`config.mk`:
```
export PLATFORM = sky130hd
export DESIGN_NAME = alu_wide_seq
export DESIGN_NICKNAME = d
export VERILOG_FILES = /design/src/rtl/alu_wide_seq.sv
export SDC_FILE = /design/constraint.sdc
export NUM_CORES = 1
export LEC_CHECK = 0
export ABC_AREA = 1
export CAP_MARGIN = 30
export CORE_UTILIZATION = 25
export CTS_CLUSTER_SIZE = 10
export DETAILED_ROUTE_END_ITERATION = 12
export SYNTH_ARGS = -nofsm -noshare
export SYNTH_HDL_FRONTEND = slang
export SYNTH_SLANG_ARGS = --single-unit
```
`constraint.sdc`:
```
create_clock -name clk -period 4 [get_ports clk]
set_clock_uncertainty 0.15 [all_clocks]
set_input_delay 0.8 -clock clk [delete_from_list [all_inputs] [get_ports clk]]
set_output_delay 0.8 -clock clk [all_outputs]
set_load 0.05 [all_outputs]
```
`src/rtl/alu_wide_seq.sv`:
```
// Nibble-serial sequencer: runs one WIDTH-bit operation on an external 4-bit alu,
// LSB nibble first, with the carry chained through a register between nibbles.
module alu_wide_seq #(
  parameter int WIDTH = 16
) (
  input  logic             clk,
  input  logic             rst_n,
  input  logic             start,
  input  logic [4:0]       op,
  input  logic [WIDTH-1:0] a,
  input  logic [WIDTH-1:0] b,
  output logic             busy,
  output logic             done,
  output logic             illegal,
  output logic [WIDTH-1:0] result,
  output logic             carry_flag,
  output logic             zero_flag,
  output logic [3:0]       alu_d1,
  output logic [3:0]       alu_d2,
  output logic [4:0]       alu_ctrl,
  input  logic [3:0]       alu_res,
  input  logic             alu_carry_out,
  output logic [1:0]       state_dbg
);

  // Handshake: start is sampled only in IDLE; done is a one-cycle pulse and
  // result/flags stay valid from done until the next accepted start.

  localparam int N     = WIDTH / 4;
  localparam int IDX_W = (N > 1) ? $clog2(N) : 1;
  localparam logic [IDX_W-1:0] LAST = IDX_W'(N - 1);

  localparam logic [4:0] OP_ADD   = 5'b00000;
  localparam logic [4:0] OP_SUB   = 5'b11000;
  localparam logic [4:0] OP_COMP  = 5'b01000;
  localparam logic [4:0] OP_RSHFT = 5'b00111;

  typedef enum logic [1:0] {
    IDLE = 2'd0,
    RUN  = 2'd1,
    DONE = 2'd2
  } state_t;

  state_t             state_q, state_d;
  logic [WIDTH-1:0]   a_q, b_q, b_hi, result_q, result_next;
  logic [4:0]         op_q;
  logic [IDX_W-1:0]   idx_q;
  logic [IDX_W+1:0]   sh;
  logic               carry_q, illegal_q, chain_cin, final_carry, op_legal;

  function automatic logic is_legal(input logic [4:0] c);
    case (c[3:0])
      4'b0100, 4'b1100, 4'b0101, 4'b0110: return 1'b1;
      default: return (c == OP_ADD) || (c == OP_SUB) || (c == OP_COMP) || (c == OP_RSHFT);
    endcase
  endfunction

  assign op_legal    = is_legal(op);
  assign sh          = {idx_q, 2'b00};
  assign b_hi        = b_q >> 4;
  assign result_next = result_q | ({{(WIDTH-4){1'b0}}, alu_res} << sh);

  always_ff @(posedge clk or negedge rst_n) begin
    if (!rst_n) state_q <= IDLE;
    else        state_q <= state_d;
  end

  always_comb begin
    state_d = state_q;
    case (state_q)
      IDLE:    if (start) state_d = op_legal ? RUN : DONE;
      RUN:     if (idx_q == LAST) state_d = DONE;
      DONE:    state_d = IDLE;
      default: state_d = IDLE;
    endcase
  end

  // RSHFT feeds the next-higher nibble's LSB in as carry_in; past the top it is 0.
  always_comb begin
    chain_cin   = 1'b0;
    final_carry = 1'b0;
    case (op_q)
      OP_ADD, OP_SUB, OP_COMP: begin
        chain_cin   = carry_q;
        final_carry = alu_carry_out;
      end
      OP_RSHFT: begin
        chain_cin   = 1'(b_hi >> sh);
        final_carry = b_q[0];
      end
      default: ;
    endcase
    alu_d1   = 4'd0;
    alu_d2   = 4'd0;
    alu_ctrl = 5'd0;
    if (state_q == RUN) begin
      alu_d1   = 4'(a_q >> sh);
      alu_d2   = 4'(b_q >> sh);
      alu_ctrl = {chain_cin, op_q[3:0]};
    end
  end

  always_ff @(posedge clk or negedge rst_n) begin
    if (!rst_n) begin
      a_q        <= '0;
      b_q        <= '0;
      op_q       <= '0;
      idx_q      <= '0;
      result_q   <= '0;
      carry_q    <= 1'b0;
      illegal_q  <= 1'b0;
      carry_flag <= 1'b0;
      zero_flag  <= 1'b0;
    end else begin
      case (state_q)
        IDLE: if (start) begin
          a_q       <= a;
          b_q       <= b;
          op_q      <= op;
          idx_q     <= '0;
          result_q  <= '0;
          carry_q   <= (op == OP_SUB);
          illegal_q <= !op_legal;
          if (!op_legal) begin
            carry_flag <= 1'b0;
            zero_flag  <= 1'b1;
          end
        end
        RUN: begin
          result_q <= result_next;
          carry_q  <= alu_carry_out;
          idx_q    <= idx_q + 1'b1;
          if (idx_q == LAST) begin
            carry_flag <= final_carry;
            zero_flag  <= (result_next == '0);
          end
        end
        default: ;
      endcase
    end
  end

  assign busy      = (state_q == RUN);
  assign done      = (state_q == DONE);
  assign illegal   = done && illegal_q;
  assign result    = result_q;
  assign state_dbg = state_q;

endmodule

```
==> Yosys cells after proc, flatten, opt, wreduce, memory -nomap -nowiden <==
Cells that the tools add are included.
{ "word_totals": {"register_bits": 61, "in_bits": 45, "output_inout_bits": 36, "word_cells": 72} }
{ "op_classes": {"addsub": 1, "eq_ne": 16, "shifts": 4, "n_mux": 24, "bitwise": 1, "n_reduce_logical": 16} }
{ "op_table": {"columns": ["operator", "n"], "rows": [
  ["$pmux 16 s2", 1],
  ["$shr 16x4->4", 2],
  ["$logic_not 16->1", 1],
  ["$mux 16", 1],
  ["$or 16x16->16", 1],
  ["$shl 4x4->16", 1],
  ["$eq 4x3->1 const B", 3],
  ["$shr 12x4->1", 1],
  ["$eq 5x3->1 const B", 2],
  ["$eq 5x4->1 const B", 2],
  ["$eq 5x5->1 const B", 2],
  ["$logic_not 5->1", 2],
  ["$pmux 1 s2", 5],
  ["$mux 1", 8],
  ["$mux 2", 4],
  ["$mux 4", 2],
  ["$pmux 2 s2", 2],
  ["$reduce_and 2->1", 3],
  ["$mux 5", 1],
  ["$eq 2x2->1 const B", 2],
  ["$eq 4x4->1 const B", 1],
  ["$ne 2x2->1 const B", 2],
  ["$reduce_and 4->1", 1],
  ["$reduce_or 4->1", 1],
  ["9 further kinds", 11]
]} }

==> Depth between registers and ports, before layout <==
Gate-level depths: netlist of run 1.
{ "depth": {"ltp_word": 8, "depth_mapped": 10, "ltp_nobuf": 8} }

==> Worst setup path before layout of run 1 <==
OpenSTA, ideal clock, no wires.
{ "synth_timing": {"path_type": "reg-to-output", "start": "reg state_q[0], in the netlist state_dbg[0]", "end": "out alu_d1[0]", "t_arrival_ns": 1.866, "t_required_ns": 3.050, "setup_slack_ns": 1.184, "path_stages_with_launch": 4, "path_buffers": 1, "cell_sequence": "dfrtp_1 > nand2_2 > clkbuf_1 > a21oi_1"} }
{ "synth_between": {"elab_chain_len": 2} }
{ "synth_lines": {"columns": ["item", "line_no", "source"], "rows": [
  ["start, declared", "44", "state_t state_q, state_d;"],
  ["start signal, assigned", "65", "else state_q <= state_d;"],
  ["$eq 2x1->1", "96", "if (state_q == RUN) begin"],
  ["$mux 4", "96", null],
  ["end, declared", "18", "output logic [3:0] alu_d1,"]
]} }
Every way passes these cells.

==> Worst setup path in the final report of run 1 <==
{ "layout_timing": {"start": "reg idx_q[1]", "end": "out alu_ctrl[4]"} }
{ "layout_between": {"elab_chain_len": 3} }
{ "layout_lines": {"columns": ["item", "line_no", "source"], "rows": [
  ["start, declared", "47", "logic [IDX_W-1:0] idx_q;"],
  ["start signal, assigned", "132", "idx_q <= idx_q + 1'b1;"],
  ["$shr 12x4->1", "88", "chain_cin = 1'(b_hi >> sh);"],
  ["$pmux 1 s2", "82", "case (op_q)"],
  ["$mux 5", "96", null],
  ["end, declared", "20", "output logic [4:0] alu_ctrl,"]
]} }
Every way passes these cells.

==> flow_summary.ini, run 1 <==
[status]
outcome = completed

[sta]
tns_ps = 0
rsz0062_at_grt = false
worst_slew_pin_slew_ps = 739
max_freq_mhz = 276
finalHoldViolations = 0
finalSetupViolations = 0
relSlewSlack_pct = 50.7
drv_slew = 0
fin_crit_sh_pct = 90.7
period_minus_slack_ps = 3630

[clock_network]
cts_hold_buf = 0
cts_made_buffers = 9
clock_path_buffers = 2
clkTransAtPathRegs_ps = 60
cts_tree = built
htree_levels = 3
clock_sinks = 61
clk_latency_ps = 320
cts_setup_buffers = 0
cts_resized = 0
clock-root-buffer = clkbuf_16

[synth]
yosysUniqueCellTypes = 29
synth_top_family_by_area = simple AND/OR/NAND/NOR gates
synth_ff_type = dfrtp_1
yosysTopAreaCellShare_pct = 49.3
syn_avg_cell_area_um2 = 7.70
synth-xor-area-share_pct = 0
synth_top_area_cell = dfrtp_1
yosys.area_share.simple_pct = 29.4
yosys-mux-area-fraction_pct = 0
syn_nets = 448
synthAdderAreaFrac_pct = 0.404
yosysWarnings = 0
ys_seq_area_share_pct = 49.3
synth_common_cells = nand2_1 (148), dfrtp_1 (61), nor2_1 (45), o21ai_0 (37), inv_1 (29)
synth_area_leaders = dfrtp_1 (49%), nand2_1 (18%), o21ai_0 (6.0%), nor2_1 (5.5%), inv_1 (3.5%)
postSynth.asyncResetShare_pct = 100
synth-edff-count = 0
synth_seq_cells = 61
syn_inst = 402
syn_area_mm2 = 0.00309
synth_compound_area_share_pct = 12.1
synth_most_common_cell = nand2_1

[die]
rows = 40
ios = 81
die_area_mm2 = 0.0128
core_area_mm2 = 0.0121
die_h_um = 113
die_w_um = 113
start_util_pct = 25.7

[placement]
place.gp.congestion = 0.834
io_buffers = 80
dp.final_hpwl_um = 6040

[power_and_ir_drop]
power_leakage_nw = 2.01
p_per_area_mw_per_mm2 = 849
p_sw_share_pct = 45.4
clkPwrFrac_pct = 23.0
intPower_mw = 2.02
p_seq_share_pct = 29.8
vdd_drop_max_uv = 334
power.total_mw = 3.70
switchingPower_mw = 1.68
power_frac_comb_pct = 47.2

[critical_path]
critical_path_class = reg2out
end_kind = output port
r2r_cells = 6
crit_path_start_kind = flip-flop
critPathRequiredTime_ps = 3050
r2r-start = state_dbg[0]
crit_path_start = idx_q[1]
reg2reg_to = carry_q
arrival_ps = 2680
cp_max_fo = 19
crit_end = alu_ctrl[4]
regToRegSetupSlack_ps = 1920

[cells_and_area]
multi_input_area_mm2 = 0.00130
final_util_pct = 36.1
antenna_cells = 0
nFillCells = 1280
seqCellArea_mm2 = 0.00153
layout-drive-gt1-share_pct = 9.71
area_growth_pct = 40.6
nNetsFinal = 525

[worst_hold_path]
hold_path_class = in2async

[global_routing]
grt_pass1_vias = 2765
grt_antenna_before_repair = 0
overflow = 0
grt_first_pass_wirelength_um = 13500
grt_max_degree = 44
grt_usage_pct = 13.7

[detailed_routing]
drt_first_pass_iters = 4
detailedRoute.firstIterationViolations = 60
wl_per_cell_um = 12.7
drc = 0
detail-route-antenna-nets = 0
wirelength_um = 8290
viasPerCell = 4.33
vias = 2823

[flow_run]
drv_cap = 0
## final cells by class
| cell class | count | share of cell area (%) |
|---|---|---|
| sequential | 61 | 35.1 |
| multi-input combinational | 287 | 29.8 |
| timing repair buffer | 85 | 19.4 |
| clock buffer | 10 | 5.49 |
| tap | 168 | 4.83 |
| inverter | 35 | 3.19 |
| clock inverter | 6 | 2.16 |
## metal layers
| layer | track usage [%] | part of all wire, % | up-vias |
|---|---|---|---|
| met5 | 0 | 0 | - |
| met4 | 6.05 | 1.8 | 0 |
| met3 | 2.84 | 4.4 | 11 |
| met2 | 22.8 | 49 | 76 |
| met1 | 17.0 | 44 | 1321 |
| li1 | - | - | 1415 |
## cell families after synthesis
family | count (synthesis)
AOI/OAI and AO/OA | 65
adders and majority gates | 1
buffers and inverters | 54
DFF | 61
and+or+nand+nor | 221
## worst max-delay path: stages (launching register included)
cell and delay (ps):
dfrtp_1 650, inv_4 310, o21ai_0 130, o21ai_1 160, nand2_1 70, a21oi_1 190
clkdlybuf4s50_1 830
## stage by stage
stage                     setup slack, ps  cells  area [µm²]  hold slack [ps]
final                                 370    652        4350              160
after global routing                  234    652        4350              160
after floorplan                      1180    402        3090              294
after detailed placement              752    635        4000              313
after global placement                775    635        4000              309
after CTS                             386    651        4330              329
## power groups by stage
stage	combinational, mW	clock [mW]	sequential, mW
after global placement	1.74	0	1.11
after detailed placement	1.75	0	1.11
after CTS	1.76	0.868	1.10
after global routing	1.93	0.897	1.13
final	1.74	0.850	1.10
after floorplan	1.14	0	1.24
## registers in the layout, summed over array words and instances, names as in the netlist
name	cells
carry_flag	1
result	16
state_dbg	2
zero_flag	1
op_q	5
b_q	16
idx_q	2
illegal_q	1
carry_q	1
a_q	16
## cells in the final DEF (no fill, tap or decap)
master and count:
nand2_2 2, buf_12 1, nor3_1 2, nand3_1 18, clkinvlp_4 1, clkinv_4 2
nor2_4 1, bufinv_16 2, buf_4 4, clkbuf_16 9, nand2_1 148, clkbuf_8 1
o21ai_0 37, nor2_2 1, o21a_1 1, inv_2 4, nand3_2 1, dfrtp_1 61
a21oi_1 13, o21ai_1 1, nand2_4 1, nor2_1 45, nand3_4 2, clkdlybuf4s50_1 79
ha_1 1, inv_6 2, o211ai_1 1, a21oi_2 1, buf_2 1, o22ai_1 1
inv_1 29, inv_4 1, o21ai_2 10
## worst min-delay path by stage
stage	start	endpoint	slack (ps)	cells past startpoint
4_1_cts	b_q[13]	b_q[13]	330	2
6_report	rst_n	op_q[3]	160	1
2_1_floorplan	a_q[12]	a_q[12]	290	2
3_5_place_dp	b_q[13]	b_q[13]	310	2
5_1_grt	rst_n	op_q[3]	160	1
3_3_place_gp	b_q[6]	b_q[6]	310	2
Note: power is estimated with default switching activity, not from simulation.
==> inputs of run 2 (changes only) <==
- CTS_CLUSTER_SIZE: 10 -> unset
- SKIP_CTS_REPAIR_TIMING: unset -> 1
==> results of run 2 <==
No change in the layout: final DEF, timing and power equal those of run 1.
==> inputs of run 3 (changes only) <==
- MAX_ROUTING_LAYER: unset -> met4
==> run 3 against run 2 <==
  * Wire length increased by 0.51%
  * Non-clock buffer count stayed put
  * Count of clock-buffer cells in the layout unchanged
  * Register-to-register slack barely moved
  * Design area did not move
  * Via count down 0.46%
  * Combinational power hardly changed
  * Die area is the same
  * Flip-flop and latch count did not move
  * Critical endpoint unchanged
  * Largest cell class unchanged
  * Highest routed layer unchanged
==> flow_summary.ini, run 3 (synthesis gave the netlist of run 1 again) <==
[status]
outcome = completed

[detailed_routing]
wirelength_um = 8330
viasPerCell = 4.31
detail-route-antenna-nets = 0
detailedRoute.firstIterationViolations = 63
wl_per_cell_um = 12.8
drt_first_pass_iters = 4
vias = 2810
drc = 0

[critical_path]
regToRegSetupSlack_ps = 1930
critical_path_class = reg2out
critPathRequiredTime_ps = 3050
arrival_ps = 2670
crit_path_start_kind = flip-flop
cp_max_fo = 19
r2r-start = state_dbg[0]
r2r_cells = 6
crit_end = alu_ctrl[4]
reg2reg_to = carry_q
crit_path_start = idx_q[1]
end_kind = output port

[global_routing]
grt_usage_pct = 14.1
grt_pass1_vias = 2766
grt_max_degree = 44
grt_first_pass_wirelength_um = 13600
overflow = 0
grt_antenna_before_repair = 0

[clock_network]
clock_path_buffers = 2
htree_levels = 3
cts_tree = built
cts_made_buffers = 9
clock-root-buffer = clkbuf_16
clkTransAtPathRegs_ps = 60
clock_sinks = 61
clk_latency_ps = 320

[power_and_ir_drop]
vdd_drop_max_uv = 333
p_per_area_mw_per_mm2 = 850
power_leakage_nw = 2.01
power.total_mw = 3.70

[cells_and_area]
antenna_cells = 0
layout-drive-gt1-share_pct = 9.71
nNetsFinal = 525
area_growth_pct = 40.6
final_common_cell = nand2_1
final_cell_mix = nand2_1 (148), clkdlybuf4s50_1 (79), dfrtp_1 (61)

[placement]
io_buffers = 80
place.gp.congestion = 0.847
pre_cts_ws_ps = 752
dp.final_hpwl_um = 6040

[sta]
finalHoldViolations = 0
finalSetupViolations = 0
fin_crit_sh_pct = 90.4
relSlewSlack_pct = 52.1
drv_slew = 0
max_freq_mhz = 276
period_minus_slack_ps = 3620
rsz0062_at_grt = false
worst_slew_pin_slew_ps = 718
tns_ps = 0
finalWorstSetupSlack_ps = 383

[die]
start_util_pct = 25.7
ios = 81
rows = 40
die_h_um = 113
core_area_mm2 = 0.0121
die_area_mm2 = 0.0128
die_w_um = 113

[flow_run]
drv_cap = 0

[worst_hold_path]
hold_path_class = in2async
[run 3: through the flow]
stage | utilization, % | hold WS [ps] | instance area (µm²) | std cells
after floorplan | - | 294 | 3090 | 402
after global placement | 33.1 | 309 | 4000 | 635
after detailed placement | 33.1 | 313 | 4000 | 635
after CTS | 35.9 | 329 | 4330 | 651
after global routing | 36.1 | 160 | 4350 | 652
final | 36.1 | 160 | 4350 | 652
[run 3: worst max-delay path, stage by stage, from the launching register on]
cell	delay (ps)
dfrtp_1	640
inv_4	310
o21ai_0	130
o21ai_1	160
nand2_1	70
a21oi_1	190
clkdlybuf4s50_1	830
[run 3: final cells by class]
class | instances | area, µm²
sequential | 61 | 1530
inverter | 35 | 139
clock buffer | 10 | 239
timing repair buffer | 85 | 846
multi-input combinational | 287 | 1300
fill | 1280 | 7710
clock inverter | 6 | 93.8
tap | 168 | 210
[run 3: how the worst min path moves through the flow]
stage / slack, ps / from / cells after the start / end
global placement: 310 / b_q[6] / 2 / b_q[6]
floorplan: 290 / a_q[12] / 2 / a_q[12]
global route: 160 / rst_n / 1 / op_q[3]
CTS: 330 / b_q[13] / 2 / b_q[13]
finish: 160 / rst_n / 1 / op_q[3]
detailed placement: 310 / b_q[13] / 2 / b_q[13]
[run 3: metal layers]
layer,GRT usage (%),share of wire (%),vias up
li1,-,-,1415
met5,-,0,-
met4,6.05,1.9,0
met3,2.73,4.3,15
met2,22.7,49,71
met1,17.3,45,1309
[run 3: power breakdown]
part	switching (mW)	internal [mW]	leakage, nW
logic	1.18	0.565	1.08
registers	0.216	0.886	0.773
clock network	0.284	0.566	0.159
